### src/rtl/seg7_bcd_timer_if.sv
// Bus bundle for seg7_bcd_timer: control/preset inputs and display outputs.
//   master: drives en, mode_down, load, load_val; observes bcd, seg, dp, digit_sel, wrap
//   slave : the timer side (inverse directions)
interface seg7_bcd_timer_if #(
  parameter int unsigned DIGITS = 2
);
  logic                  en;
  logic                  mode_down;
  logic                  load;
  logic [4*DIGITS-1:0]   load_val;
  logic [4*DIGITS-1:0]   bcd;
  logic [6:0]            seg;
  logic                  dp;
  logic [DIGITS-1:0]     digit_sel;
  logic                  wrap;

  modport master (
    output en, mode_down, load, load_val,
    input  bcd, seg, dp, digit_sel, wrap
  );

  modport slave (
    input  en, mode_down, load, load_val,
    output bcd, seg, dp, digit_sel, wrap
  );
endinterface

### src/rtl/seg7_bcd_timer.sv
// Multi-digit BCD seconds timer with a multiplexed 7-segment display driver.
// Ports:
//   clk, rst_n          clock, asynchronous active-low reset
//   bus (slave modport) en/mode_down/load/load_val in; bcd/seg/dp/digit_sel/wrap out
// A prescaler produces a count tick every TICK_DIV enabled cycles; on a tick the
// BCD value steps up or down with carry/borrow across digits. A free-running scan
// counter rotates one digit onto seg every SCAN_DIV cycles.
module seg7_bcd_timer #(
  parameter int unsigned TICK_DIV = 10000000,
  parameter int unsigned DIGITS   = 2,
  parameter int unsigned SCAN_DIV = 10000
) (
  input  logic                 clk,
  input  logic                 rst_n,
  seg7_bcd_timer_if.slave      bus
);

  localparam int unsigned PW = $clog2(TICK_DIV);
  localparam int unsigned SW = (SCAN_DIV > 1) ? $clog2(SCAN_DIV) : 1;
  localparam int unsigned IW = (DIGITS > 1) ? $clog2(DIGITS) : 1;
  localparam int unsigned BW = 4 * DIGITS;

  logic [PW-1:0]     pre_q,  pre_d;
  logic [BW-1:0]     bcd_q,  bcd_d;
  logic [SW-1:0]     scan_q, scan_d;
  logic [IW-1:0]     idx_q,  idx_d;
  logic              wrap_q, wrap_d;

  logic              tick_c;
  logic [BW-1:0]     cnt_c;
  logic              roll_c;
  logic [BW-1:0]     ld_c;
  logic [3:0]        nib_c;
  logic [DIGITS-1:0] sel_c;
  logic [6:0]        seg_c;
  logic              dp_c;

  // Ripple increment/decrement across digits; roll_c survives only if every digit rolled.
  always_comb begin
    tick_c = bus.en && (pre_q == PW'(TICK_DIV - 1));
    cnt_c  = bcd_q;
    roll_c = 1'b1;
    for (int i = 0; i < DIGITS; i++) begin
      if (roll_c) begin
        if (!bus.mode_down) begin
          if (bcd_q[4*i +: 4] >= 4'd9) begin
            cnt_c[4*i +: 4] = 4'd0;
          end else begin
            cnt_c[4*i +: 4] = bcd_q[4*i +: 4] + 4'd1;
            roll_c          = 1'b0;
          end
        end else begin
          if (bcd_q[4*i +: 4] == 4'd0) begin
            cnt_c[4*i +: 4] = 4'd9;
          end else begin
            cnt_c[4*i +: 4] = bcd_q[4*i +: 4] - 4'd1;
            roll_c          = 1'b0;
          end
        end
      end
    end
  end

  // Preset value with out-of-range nibbles clamped to 9.
  always_comb begin
    ld_c = '0;
    for (int i = 0; i < DIGITS; i++) begin
      ld_c[4*i +: 4] = (bus.load_val[4*i +: 4] > 4'd9) ? 4'd9 : bus.load_val[4*i +: 4];
    end
  end

  // Next state: load beats tick; en gates the prescaler and count, never the scan.
  always_comb begin
    pre_d  = pre_q;
    bcd_d  = bcd_q;
    wrap_d = 1'b0;
    scan_d = scan_q + SW'(1);
    idx_d  = idx_q;

    if (bus.load) begin
      pre_d = '0;
      bcd_d = ld_c;
    end else if (bus.en) begin
      if (tick_c) begin
        pre_d  = '0;
        bcd_d  = cnt_c;
        wrap_d = roll_c;
      end else begin
        pre_d = pre_q + PW'(1);
      end
    end

    if (scan_q == SW'(SCAN_DIV - 1)) begin
      scan_d = '0;
      idx_d  = (idx_q == IW'(DIGITS - 1)) ? '0 : idx_q + IW'(1);
    end
  end

  always_ff @(posedge clk or negedge rst_n) begin
    if (!rst_n) begin
      pre_q  <= '0;
      bcd_q  <= '0;
      scan_q <= '0;
      idx_q  <= '0;
      wrap_q <= 1'b0;
    end else begin
      pre_q  <= pre_d;
      bcd_q  <= bcd_d;
      scan_q <= scan_d;
      idx_q  <= idx_d;
      wrap_q <= wrap_d;
    end
  end

  // Select the scanned digit and its one-hot enable.
  always_comb begin
    nib_c = 4'd0;
    sel_c = '0;
    for (int i = 0; i < DIGITS; i++) begin
      if (idx_q == IW'(i)) begin
        nib_c    = bcd_q[4*i +: 4];
        sel_c[i] = 1'b1;
      end
    end
  end

  // Segment decode, bit0 = a.
  always_comb begin
    seg_c = 7'h00;
    case (nib_c)
      4'd0:    seg_c = 7'h3F;
      4'd1:    seg_c = 7'h06;
      4'd2:    seg_c = 7'h5B;
      4'd3:    seg_c = 7'h4F;
      4'd4:    seg_c = 7'h66;
      4'd5:    seg_c = 7'h6D;
      4'd6:    seg_c = 7'h7D;
      4'd7:    seg_c = 7'h07;
      4'd8:    seg_c = 7'h7F;
      4'd9:    seg_c = 7'h6F;
      default: seg_c = 7'h00;
    endcase
  end

  // Units-digit decimal point blinks during the first half of each tick period.
  always_comb begin
    dp_c = (idx_q == '0) && (pre_q < PW'(TICK_DIV / 2));
  end

  assign bus.bcd       = bcd_q;
  assign bus.seg       = seg_c;
  assign bus.dp        = dp_c;
  assign bus.digit_sel = sel_c;
  assign bus.wrap      = wrap_q;

endmodule

### src/flat_wrapper.sv
// flat-port wrapper written by rule: the top's interface ports become plain ports
module seg7_bcd_timer_flat 
#(
  parameter int unsigned TICK_DIV = 10000000,
  parameter int unsigned DIGITS   = 2,
  parameter int unsigned SCAN_DIV = 10000
)
  (clk, rst_n, bus_en, bus_mode_down, bus_load, bus_load_val, bus_bcd, bus_seg, bus_dp, bus_digit_sel, bus_wrap);
  seg7_bcd_timer_if #(.DIGITS(DIGITS)) bus_i ();
  input  logic clk;
  input  logic rst_n;
  input wire logic [$bits(bus_i.en)-1:0] bus_en;
  input wire logic [$bits(bus_i.mode_down)-1:0] bus_mode_down;
  input wire logic [$bits(bus_i.load)-1:0] bus_load;
  input wire logic [$bits(bus_i.load_val)-1:0] bus_load_val;
  output wire logic [$bits(bus_i.bcd)-1:0] bus_bcd;
  output wire logic [$bits(bus_i.seg)-1:0] bus_seg;
  output wire logic [$bits(bus_i.dp)-1:0] bus_dp;
  output wire logic [$bits(bus_i.digit_sel)-1:0] bus_digit_sel;
  output wire logic [$bits(bus_i.wrap)-1:0] bus_wrap;
  assign bus_i.en = bus_en;
  assign bus_i.mode_down = bus_mode_down;
  assign bus_i.load = bus_load;
  assign bus_i.load_val = bus_load_val;
  assign bus_bcd = bus_i.bcd;
  assign bus_seg = bus_i.seg;
  assign bus_dp = bus_i.dp;
  assign bus_digit_sel = bus_i.digit_sel;
  assign bus_wrap = bus_i.wrap;
  seg7_bcd_timer #(.TICK_DIV(TICK_DIV), .DIGITS(DIGITS), .SCAN_DIV(SCAN_DIV)) u_core (.clk(clk), .rst_n(rst_n), .bus(bus_i));
endmodule
### config.mk
export PLATFORM = sky130hd
export DESIGN_NAME = seg7_bcd_timer_flat
export DESIGN_NICKNAME = d
export VERILOG_FILES = /design/src/rtl/seg7_bcd_timer_if.sv /design/src/rtl/seg7_bcd_timer.sv /design/src/flat_wrapper.sv
export SDC_FILE = /design/constraint.sdc
export NUM_CORES = 1
export LEC_CHECK = 0
export BUFFER_PORTS_ARGS = -buffer_cell sky130_fd_sc_hd__buf_2
export CORE_MARGIN = 3
export CORE_UTILIZATION = 64
export CTS_CLUSTER_DIAMETER = 50
export CTS_CLUSTER_SIZE = 24
export DETAILED_ROUTE_END_ITERATION = 12
export PLACE_DENSITY = 0.86
export SLEW_MARGIN = 20
export SYNTH_ARGS = -nofsm -noshare
export SYNTH_HDL_FRONTEND = slang
export SYNTH_SLANG_ARGS = --single-unit
### constraint.sdc
create_clock -name clk -period 5.89 [get_ports clk]
set_input_delay 0.2945 -clock clk [delete_from_list [all_inputs] [get_ports clk]]
set_output_delay 0.2945 -clock clk [all_outputs]
set_load 0.01 [all_outputs]
# --- Yosys cells after proc, flatten, opt, wreduce, memory -nomap -nowiden ---
# Memory sizes are Yosys's and may differ from the RTL's.
# Index checks and enable logic that the tools add are counted.
classes:
  n_bitwise: 1
  shift: 0
  n_eq_ne: 2
  n_div: 0
  order_cmp: 5
  n_addsub: 7
  multipliers: 0
  n_reduce_logical: 9
  mux: 30
ops:
  columns: ["operator", "n"]
  rows:
  - ["2-to-1 mux 24 bit", 3]
  - ["2-to-1 mux 4 bit", 10]
  - ["adder 24 x 1 -> 24 bit, second input constant", 1]
  - ["== test 24 bit, second input constant", 1]
  - ["< comparator 24 x 23 -> 1 bit, second input constant", 1]
  - ["2-to-1 mux 8 bit", 3]
  - ["adder 14 x 1 -> 14 bit, second input constant", 1]
  - ["== test 14 bit, second input constant", 1]
  - ["2-to-1 mux 14 bit", 1]
  - ["2-to-1 mux 1 bit", 13]
  - ["adder 4 x 1 -> 4 bit, second input constant", 2]
  - ["greater-or-equal comparator 4 bit, second input constant", 2]
  - ["greater-than comparator 4 bit, second input constant", 2]
  - ["zero test 4 bit", 2]
  - ["subtractor 4 x 1 -> 4 bit, second input constant", 2]
  - ["nonzero test 2 bit", 3]
  - ["AND reduction 3 bit", 1]
  - ["logical AND 1 bit", 2]
  - ["AND reduction 2 bit", 1]
  - ["adder 1 bit, second input constant", 1]
  - ["NOT 1 bit", 1]
totals:
  mem_count: 1
  latch_bits: 0
  mem_bits_ro: 112
  input_bits: 13
  out_inout_bits: 19
  mem_bits_rw: 0
  register_bits: 48
  elab_cells: 61
memory_table:
  columns: ["name", "words", "width", "rd", "rd_ports_with_merged_regs", "wr", "line", "source"]
  rows:
  - ["(name not given)", 16, 7, 1, 0, 0, "seg7_bcd_timer.sv:130", "case (nib_c)"]

# --- Logic depth before layout (Yosys ltp) ---
# Gate-level depths: netlist of run 1.
depth:
  depth_word: 7
  mapped_depth: 8
  ltp_nobuf: 7

# --- Least setup slack after synthesis of run 1 ---
# No wires, ideal clock.
synth_path:
  path_kind: "register to output"
  start: "register u_core.idx_q"
  end: "output port bus_seg[0]"
  n_path_buf: 1
  path_slack_ns: 3.769
  arrival_time_ns: 1.826
  path_stages_with_launch: 9
  path_cell_list: "dfrtp_1 -> clkbuf_1 -> inv_1 -> a21boi_0 -> inv_1 -> ha_1 -> nor2b_1 -> o21ai_0 -> o21ai_0"
synth_via:
  elab_chain_cells: 2
synth_lines:
  columns: ["item", "line", "source"]
  rows:
  - ["from (decl)", "seg7_bcd_timer.sv:26", "logic [IW-1:0] idx_q, idx_d;"]
  - ["from (signal assigned)", "seg7_bcd_timer.sv:110", "idx_q <= idx_d;"]
  - ["2-to-1 mux 4 bit", "seg7_bcd_timer.sv:120", "if (idx_q == IW'(i)) begin"]
  - ["memory (16 x 7 bit)", null, null]
  - ["to (decl)", "flat_wrapper.sv:17", "output wire logic [$bits(bus_i.seg)-1:0] bus_seg;"]
# Every way passes these cells.

# --- Final worst setup path of run 1 ---
# Ends and elaborated chain as after synthesis.

==> results of run 1 <==
-- power breakdown --
part           switching (mW)  leakage, nW  internal, mW
combinational          0.0617        0.812        0.0432
sequential             0.0155        0.643         0.335
clock                   0.104       0.0410        0.0809
total                   0.182         1.50         0.459
-- critical path, delay by kind of cell, from the launching register on --
family	cells	cell delay, ns
flip-flops	1	0.54
AO/OA/AOI/OAI	3	0.82
buffers and inverters	3	0.45
AND/OR/NAND/NOR	1	0.09
adder cells (fa/ha/maj)	1	0.23
-- cell usage in the layout (no fill, tap or decap), types with 2 or more instances in the layout --
cell       n
nor4b_1    2
ha_1      15
a31oi_1    2
or2_2      2
o31ai_1    3
nand2_1   24
and3_1     3
nor3b_1    4
o21bai_1   3
xor2_1    19
nand4_1   12
nor2b_1    4
nor3_1     9
a21oi_1   10
nand3_1   19
o21a_1     4
o22ai_1    2
mux2i_1    6
o21ai_0   16
o2111a_1   2
buf_2     30
dfrtp_1   48
xnor2_1   13
clkbuf_8   5
nand2b_1   2
nor2_1    44
o21ai_1    3
nor4_1     7
or3_1      5
nand3b_1   5
nand4b_1   2
a31o_2     2
or4_1      3
buf_4      2
inv_1     17
-- synth_stat cells (2+ instances only) --
| library cell | number |
|---|---|
| a21oi_1 | 10 |
| nand4_1 | 12 |
| a31oi_1 | 2 |
| nor3b_1 | 4 |
| a31o_2 | 2 |
| nand3b_1 | 5 |
| and3_1 | 3 |
| inv_1 | 17 |
| nand2_1 | 24 |
| or3_1 | 5 |
| nand2b_1 | 2 |
| clkbuf_1 | 8 |
| nand3_1 | 19 |
| o21ai_0 | 16 |
| o21ai_1 | 3 |
| o21bai_1 | 3 |
| xnor2_1 | 13 |
| nor2_1 | 44 |
| nor2b_1 | 4 |
| ha_1 | 15 |
| or2_2 | 2 |
| mux2i_1 | 6 |
| o2111a_1 | 2 |
| o21a_1 | 4 |
| xor2_1 | 19 |
| nor4b_1 | 2 |
| buf_2 | 3 |
| nand4b_1 | 2 |
| nor3_1 | 9 |
| o31ai_1 | 3 |
| nor4_1 | 7 |
| dfrtp_1 | 48 |
| o22ai_1 | 2 |
| or4_1 | 3 |
-- metal layers --
layer,GRT usage (%),part of all wire [%],vias to the layer above
met1,33.0,43,1261
li1,-,-,1286
met2,39.4,47,125
met5,0,0,-
met3,4.35,7.1,17
met4,9.13,2.2,0
-- path summary, 6_finish.rpt --
check                             startpoint           endpoint  cells past startpoint
setup / recovery                u_core.idx_q         bus_seg[0]                      8
hold / removal                         rst_n  u_core.scan_q[11]                      1
setup reg to reg            u_core.pre_q[14]  u_core.bus.bcd[6]                      5
hold reg to reg            u_core.scan_q[13]  u_core.scan_q[13]                      1
max in group asynchronous              rst_n   u_core.scan_q[0]                      1
min in group clk             bus_load_val[5]  u_core.bus.bcd[5]                      3
-- area by class of cell --
type	count	area (µm²)
Inverter	18	67.6
Tap cell	65	81.3
Sequential cell	48	1200
Clock inverter	1	5.00
Timing Repair Buffer	32	165
Fill cell	352	1160
Multi-Input combinational cell	270	1780
Clock buffer	6	72.6
-- metrics by stage --
step	instances	hold slack [ns]
4_1_cts	440	0.223
6_report	440	-0.00113
2_1_floorplan	349	-0.00109
3_3_place_gp	433	0.470
5_1_grt	440	0.0418
3_5_place_dp	433	0.475
-- registers in the layout, summed over array words and instances, names as in the netlist --
name,flops
u_core.bus.wrap,1
u_core.pre_q,24
u_core.scan_q,14
u_core.idx_q,1
u_core.bus.bcd,8
-- cell families (layout without fill, tap and decap cells) --
logic type	after synthesis	after routing
DFF	48	48
AOI/OAI and AO/OA	59	59
xor gates and xnor gates	32	32
adders and majority gates	15	15
buffers and inverters	31	57
muxes	8	8
and+or+nand+nor	156	156
==> results.cfg, run 1 <==
[routing]
viasPerCell = 6.11
initialDrtViolationCount = 162
first_pass_iters = 5
routed_wl_mm = 6.67
antenna_left = 0
route.detailed.drc = 0
routedWlPerCell_um = 15.2
num_vias = 2689

[yosys]
ys_warn_count = 0
synth_flop_cell = dfrtp_1
yosys.area_share.simple_pct = 26.6
synth.area.top_cells = dfrtp_1 39%, ha_1 6.0%, xor2_1 5.3%
synth_fa_ha_area_share_pct = 6.02
synthMuxAreaShare_pct = 3.01
synth_compound_area_share_pct = 12.6
synth_seq_area_share_pct = 38.6
synth.top_cell.area_share_pct = 38.6
synth_xor_area_share_pct = 9.00
async_flop_share_pct = 100
synth_edf_count = 0
synth.avg_cell_area_um2 = 8.93
ys_seq_elements = 48
mappedNetlistArea_um2 = 3120
synthCells = 349
synth_top_family_by_area = simple AND/OR/NAND/NOR gates
synth_fp_nets = 377
synth_cell_types = 60
yosysTopAreaCell = dfrtp_1

[global_routing]
antenna_found_initial = 0
gr-total-overflow = 0
grt.total_usage_pct = 24.5
grt_pass1_wl_mm = 11.0
grt_pass1_vias = 2503
grt_max_degree = 49

[worst_setup_path]
crit_slowest_cell = a21boi_0
cp_max_fo = 8
max_stage_delay_ns = 0.60
cp_cell_sequence = inv_1 -> a21boi_0 -> inv_1 -> ha_1 -> nor2b_1 -> o21ai_0 -> o21ai_0 -> buf_2
r2r_slack_ns = 3.50
critPathArrivalTime_ns = 2.44
end_kind = output pin
startpoint_type = flip-flop
cp.required_ns = 5.60
criticalPathCategory = reg -> out

[min_path]
hold_path_class = in -> async

[cells_and_area]
diodes = 0
final_area_um2 = 3380
final_core_util_pct = 74.4
nets = 403
final_layout_size_suffix_gt1_share_pct = 13.3
syn2layout_area_growth_pct = 8.35

[timing]
slew_violations = 0
final-setup-viol-count = 0
rsz0062_at_grt = no
fmax_ghz = 0.366
finalSetupTns_ns = 0
holdWs_ns = -0.00113
fin_ws_ns = 3.16
fin_worst_skew_ns = 0.00808
worst_pin_slew_ns = 1.07
fin_crit_ns = 2.73
slew_headroom_pct = 27.8
period_share_pct = 46.4
finalHoldViolCount = 6

[cts]
cts_root_buf = clkbuf_8
cts_resized = 0
cts_sinks = 48
htree_levels = 2
clk_latency_ns = 0.30
cts_setup_buffers = 0
clk_path_buf_depth = 2
cts_tree = yes
ctsHoldBuffers = 0
cts-buffers-inserted = 5
path_clk_slew_ns = 0.08

[floorplanning]
die_x_um = 75.8
ioPinCount = 32
core_area_um2 = 4530
rows = 24
die_height_um = 75.8
start_util_pct = 68.7
dieArea_um2 = 5740

[place]
globalplace.congestion = 0.952
place_area_um2 = 3300
port_buffers = 31
hpwlAfterDp_mm = 4.76
dp_slack_ns = 3.48

[run_status]
outcome = finished with violations
violations = hold timing

[run]
maxCapViolCount = 0

[pwr]
power_leakage_nw = 1.50
ir_drop_v = 0.000124
power_uw = 640
cellPowerDensity_nw_per_um2 = 190
Power figures use the tool's default switching activity.
==> inputs of run 2 (changes only) <==
--- a/config.mk
+++ b/config.mk
@@ -7,11 +7,11 @@
 export LEC_CHECK = 0
 export BUFFER_PORTS_ARGS = -buffer_cell sky130_fd_sc_hd__buf_2
 export CORE_MARGIN = 3
-export CORE_UTILIZATION = 64
+export CORE_UTILIZATION = 53
 export CTS_CLUSTER_DIAMETER = 50
 export CTS_CLUSTER_SIZE = 24
 export DETAILED_ROUTE_END_ITERATION = 12
-export PLACE_DENSITY = 0.86
+export PLACE_DENSITY = 0.76
 export SLEW_MARGIN = 20
 export SYNTH_ARGS = -nofsm -noshare
 export SYNTH_HDL_FRONTEND = slang
==> constraint.sdc (replaced) <==
create_clock -name clk -period 2.47 [get_ports clk]
set_input_delay 0.1235 -clock clk [delete_from_list [all_inputs] [get_ports clk]]
set_output_delay 0.1235 -clock clk [all_outputs]
set_load 0.01 [all_outputs]
==> run 2 against run 1 <==
- clock power increased to 2.6 times the previous value
- worst hold slack improved by 0.070 ns
- sequential share of layout area decreased by 1.1 points
- count of clock-buffer cells in the layout unchanged
- wire length about the same
- final cell count increased by 3.9%
- power increased by 150%
- worst setup slack got worse by 3.0 ns
- the run now ends clean
- non-clock buffer count increased by 10
- first-iteration DRC count increased by 15%
- critical path type is now reg -> reg
==> results.cfg, run 2 (synthesis results as in run 1) <==
[timing]
worst_pin_slew_ns = 0.459
fin_ws_ns = 0.196
slew_headroom_pct = 69.4
slew_violations = 0
finalSetupTns_ns = 0
fin_crit_ns = 2.27
final-setup-viol-count = 0
fin_worst_skew_ns = 0.00931
finalHoldViolCount = 0
rsz0062_at_grt = no
period_share_pct = 92.1
fmax_ghz = 0.440

[global_routing]
gr-total-overflow = 0
antenna_found_initial = 0
grt.total_usage_pct = 22.2
grt_max_degree = 30
grt_pass1_wl_mm = 11.6
grt_pass1_vias = 2450

[routing]
first_pass_iters = 4
initialDrtViolationCount = 187
route.detailed.drc = 0
routed_wl_mm = 6.67
antenna_left = 0
viasPerCell = 5.82
routedWlPerCell_um = 14.6
num_vias = 2659

[cells_and_area]
largest_register_ffs = 24
fin_cells = 457
final_common_cell = dfrtp_1
regMostFlops = u_core.pre_q
final_core_util_pct = 62.2
final_layout_size_suffix_gt1_share_pct = 15.6
nets = 413
final_cell_mix = 48 x dfrtp_1, 44 x nor2_1, 31 x buf_2
syn2layout_area_growth_pct = 11.9
diodes = 0

[worst_setup_path]
cp.required_ns = 2.64
criticalPathCategory = reg -> reg
startpoint_type = flip-flop
critPathArrivalTime_ns = 2.44
cp_max_fo = 6
end_kind = flip-flop

[cts]
clk_path_buf_depth = 2
cts_tree = yes
path_clk_slew_ns = 0.09
clk_latency_ns = 0.30
cts_sinks = 48
ctsHoldBuffers = 1
htree_levels = 2
cts_resized = 0
cts_setup_buffers = 0
cts-buffers-inserted = 5
cts_root_buf = clkbuf_8

[place]
globalplace.congestion = 0.878
placed_cells = 449
port_buffers = 31
dp_slack_ns = 0.231
hpwlAfterDp_mm = 4.90

[pwr]
ir_drop_v = 0.000384
cellPowerDensity_nw_per_um2 = 453
power_mw = 1.58
power_leakage_nw = 1.56

[floorplanning]
die_x_um = 82.7
start_util_pct = 55.6
rows = 27
core_area_um2 = 5610
ioPinCount = 32
dieArea_um2 = 6830
die_height_um = 82.7

[run]
maxCapViolCount = 0

[run_status]
outcome = complete, no violations

[min_path]
hold_path_class = in -> reg
[run 2: cell types whose count changed in the layout (fill, tap and decap cells not counted), sizes merged]
| cell | before | now |
|---|---|---|
| buf | 32 | 41 |
| dlygate4sd3 | 0 | 1 |
[run 2: through the flow]
step	hold slack [ns]	area (µm²)
after CTS	0.0547	3490
after detailed placement	0.103	3380
after global placement	0.0875	3380
after global routing	0.0796	3490
final	0.0687	3490
after floorplan	-0.172	3120
[run 2: power by group]
part,total (mW),switching (mW),internal [mW]
Sequential,0.832,0.0336,0.798
Combinational,0.265,0.151,0.114
Clock,0.482,0.259,0.223
Total,1.58,0.444,1.14
[run 2: critical path, stage by stage, from the launching register on]
cell,delay (ns)
dfrtp_1,0.44
or4_1,0.53
or3_1,0.49
or3_1,0.42
a21oi_1,0.17
o21ai_0,0.09
[run 2: path summary, 6_finish.rpt]
kind / from / end / slack, ns / cells past startpoint
max in group asynchronous: rst_n / u_core.pre_q[0] / 1.44 / 3
min in group asynchronous: rst_n / u_core.scan_q[13] / 0.29 / 2
min: bus_load_val[2] / u_core.bus.bcd[2] / 0.07 / 3
min reg2reg: u_core.scan_q[0] / u_core.scan_q[0] / 0.49 / 1
max: u_core.pre_q[11] / u_core.bus.bcd[0] / 0.20 / 5
max reg2reg: u_core.pre_q[11] / u_core.bus.bcd[0] / 0.20 / 5
[run 2: routing by layer]
layer  up-vias  track usage, %  routed length, µm
li1       1313               -                  -
met1      1268            30.6               3150
met2        68            35.2               3120
met3        10            3.80                289
met4         0            7.84                107
met5         -               0                  0
[run 2: area by class of cell]
| class | count | area [µm²] |
|---|---|---|
| Clock inverter | 1 | 8.76 |
| Fill cell | 508 | 2120 |
| Multi-Input combinational cell | 270 | 1780 |
| Timing Repair Buffer | 42 | 253 |
| Sequential cell | 48 | 1200 |
| Tap cell | 72 | 90.1 |
| Clock buffer | 6 | 82.6 |
| Inverter | 18 | 67.6 |
==> inputs of run 3 (changes only) <==
--- a/config.mk
+++ b/config.mk
@@ -12,6 +12,7 @@
 export CTS_CLUSTER_SIZE = 24
 export DETAILED_ROUTE_END_ITERATION = 12
 export PLACE_DENSITY = 0.76
+export REMOVE_ABC_BUFFERS = 1
 export SLEW_MARGIN = 20
 export SYNTH_ARGS = -nofsm -noshare
 export SYNTH_HDL_FRONTEND = slang
==> run 3 against run 2 <==
- global-route usage shrank 0.91 points
- core utilization shrank 0.27 points
- design area shrank 0.43%
- critical endpoint is now bus_seg[0]
==> results.cfg, run 3 (synthesis results as in run 1) <==
[run_status]
outcome = complete, no violations

[timing]
rsz0062_at_grt = no
fin_crit_ns = 2.26
worst_pin_slew_ns = 0.669
fmax_ghz = 0.442
holdWs_ns = 0.0690
slew_violations = 0
final-setup-viol-count = 0
slew_headroom_pct = 55.0
finalHoldViolCount = 0
period_share_pct = 91.6
fin_ws_ns = 0.207
fin_worst_skew_ns = 0.0111

[cts]
htree_levels = 2
clk_path_buf_depth = 2
clk_latency_ns = 0.30
cts-buffers-inserted = 5
cts_setup_buffers = 0
cts_sinks = 48
cts_tree = yes
path_clk_slew_ns = 0.08
cts_root_buf = clkbuf_8

[cells_and_area]
final_common_cell = dfrtp_1
final_layout_size_suffix_gt1_share_pct = 15.8
nets = 412
final_area_um2 = 3470
final_cell_mix = 48 x dfrtp_1, 44 x nor2_1, 31 x buf_2
num-fill-cells = 516
multi_input_area_um2 = 1790
regMostFlops = u_core.pre_q
syn2layout_area_growth_pct = 11.4
ff_latch_area_um2 = 1200
largest_register_ffs = 24
diodes = 0

[pwr]
seqPwrFrac_pct = 53.1
switching_share_pct = 28.0
p_sw_uw = 440
power_mw = 1.57
combPwrFrac_pct = 16.6
ir_drop_v = 0.000287
clkPwrFrac_pct = 30.3
cellPowerDensity_nw_per_um2 = 453
power_leakage_nw = 1.55
p_int_mw = 1.13

[worst_setup_path]
critPathTopFamily = buffers and inverters
cp_max_fo = 8
max_stage_delay_ns = 0.54
cp.required_ns = 2.35
cp_cell_sequence = inv_1 -> a21boi_0 -> buf_4 -> inv_1 -> ha_1 -> nor2b_1 -> o21ai_0 -> o21ai_0 -> buf_2
criticalPathCategory = reg -> out
crit_slowest_cell = dfrtp_1
startpoint_type = flip-flop
critPathArrivalTime_ns = 2.14
end_kind = output pin
crit_buf_inv = 4

[routing]
first_pass_iters = 4
num_vias = 2616
routed_wl_mm = 6.76
routedWlPerCell_um = 14.8
viasPerCell = 5.72
antenna_left = 0
initialDrtViolationCount = 131
route.detailed.drc = 0

[place]
dp_slack_ns = 0.219
port_buffers = 31
place_area_um2 = 3360
hpwlAfterDp_mm = 5.01
globalplace.congestion = 0.849

[floorplanning]
core_area_um2 = 5610
ioPinCount = 32
die_height_um = 82.7
rows = 27
die_x_um = 82.7
dieArea_um2 = 6830
start_util_pct = 55.6

[global_routing]
gr-total-overflow = 0
grt_pass1_vias = 2439
grt_pass1_wl_mm = 11.5
grt.total_usage_pct = 21.3
antenna_found_initial = 0
grt_max_degree = 27

[min_path]
hold_path_class = in -> reg

[run]
maxCapViolCount = 0
[run 3: worst paths after layout]
check / start / to / slack (ns) / depth (start not counted)
max: u_core.idx_q / bus_seg[0] / 0.21 / 9
min: bus_load_val[5] / u_core.bus.bcd[5] / 0.07 / 3
max reg2reg: u_core.pre_q[14] / u_core.pre_q[17] / 0.21 / 6
min reg2reg: u_core.scan_q[13] / u_core.scan_q[13] / 0.49 / 1
max in group asynchronous: rst_n / u_core.bus.bcd[5] / 1.38 / 3
min in group asynchronous: rst_n / u_core.pre_q[19] / 0.36 / 2
[run 3: repair_timing]
action,in CTS,in global routing
endpoints found under the setup margin,0,5
gates resized for setup,0,1
endpoints found under the hold margin,25,0
hold buffers,1,0
[run 3: final cells by class]
class                           count  area share, %
Clock inverter                      2          0.288
Clock buffer                        6           2.38
Tap cell                           72           2.60
Sequential cell                    48           34.6
Multi-Input combinational cell    270           51.5
Inverter                           18           1.95
Timing Repair Buffer               41           6.71
[run 3: routing by layer]
metal	up-vias	share of wire [%]	global-route usage (%)	wire, µm
li1	1308	-	-	-
met1	1242	48	30.4	3260
met2	59	46	34.1	3130
met3	7	4.5	3.25	302
met4	0	0.87	4.90	59
met5	-	0	0	0
[run 3: per-stage QoR]
| stage | util [%] | TNS [ns] | std cells |
|---|---|---|---|
| floorplan | - | -0.107 | 336 |
| detailed placement | 60.0 | 0 | 448 |
| finish | 61.9 | 0 | 457 |
| global route | 61.9 | 0 | 457 |
| global placement | 60.0 | 0 | 448 |
| CTS | 61.8 | 0 | 457 |
[run 3: tightest hold or removal path: stages]
cell and delay [ns]:
buf_2 0.09, nand2_1 0.05, o21ai_1 0.06
[run 3: power groups by stage]
| stage | Combinational, mW | Sequential [mW] | Clock [mW] |
|---|---|---|---|
| global route | 0.297 | 0.839 | 0.521 |
| finish | 0.261 | 0.834 | 0.477 |
| detailed placement | 0.260 | 0.849 | 0 |
| CTS | 0.262 | 0.834 | 0.489 |
| global placement | 0.254 | 0.848 | 0 |
| floorplan | 0.151 | 0.846 | 0 |
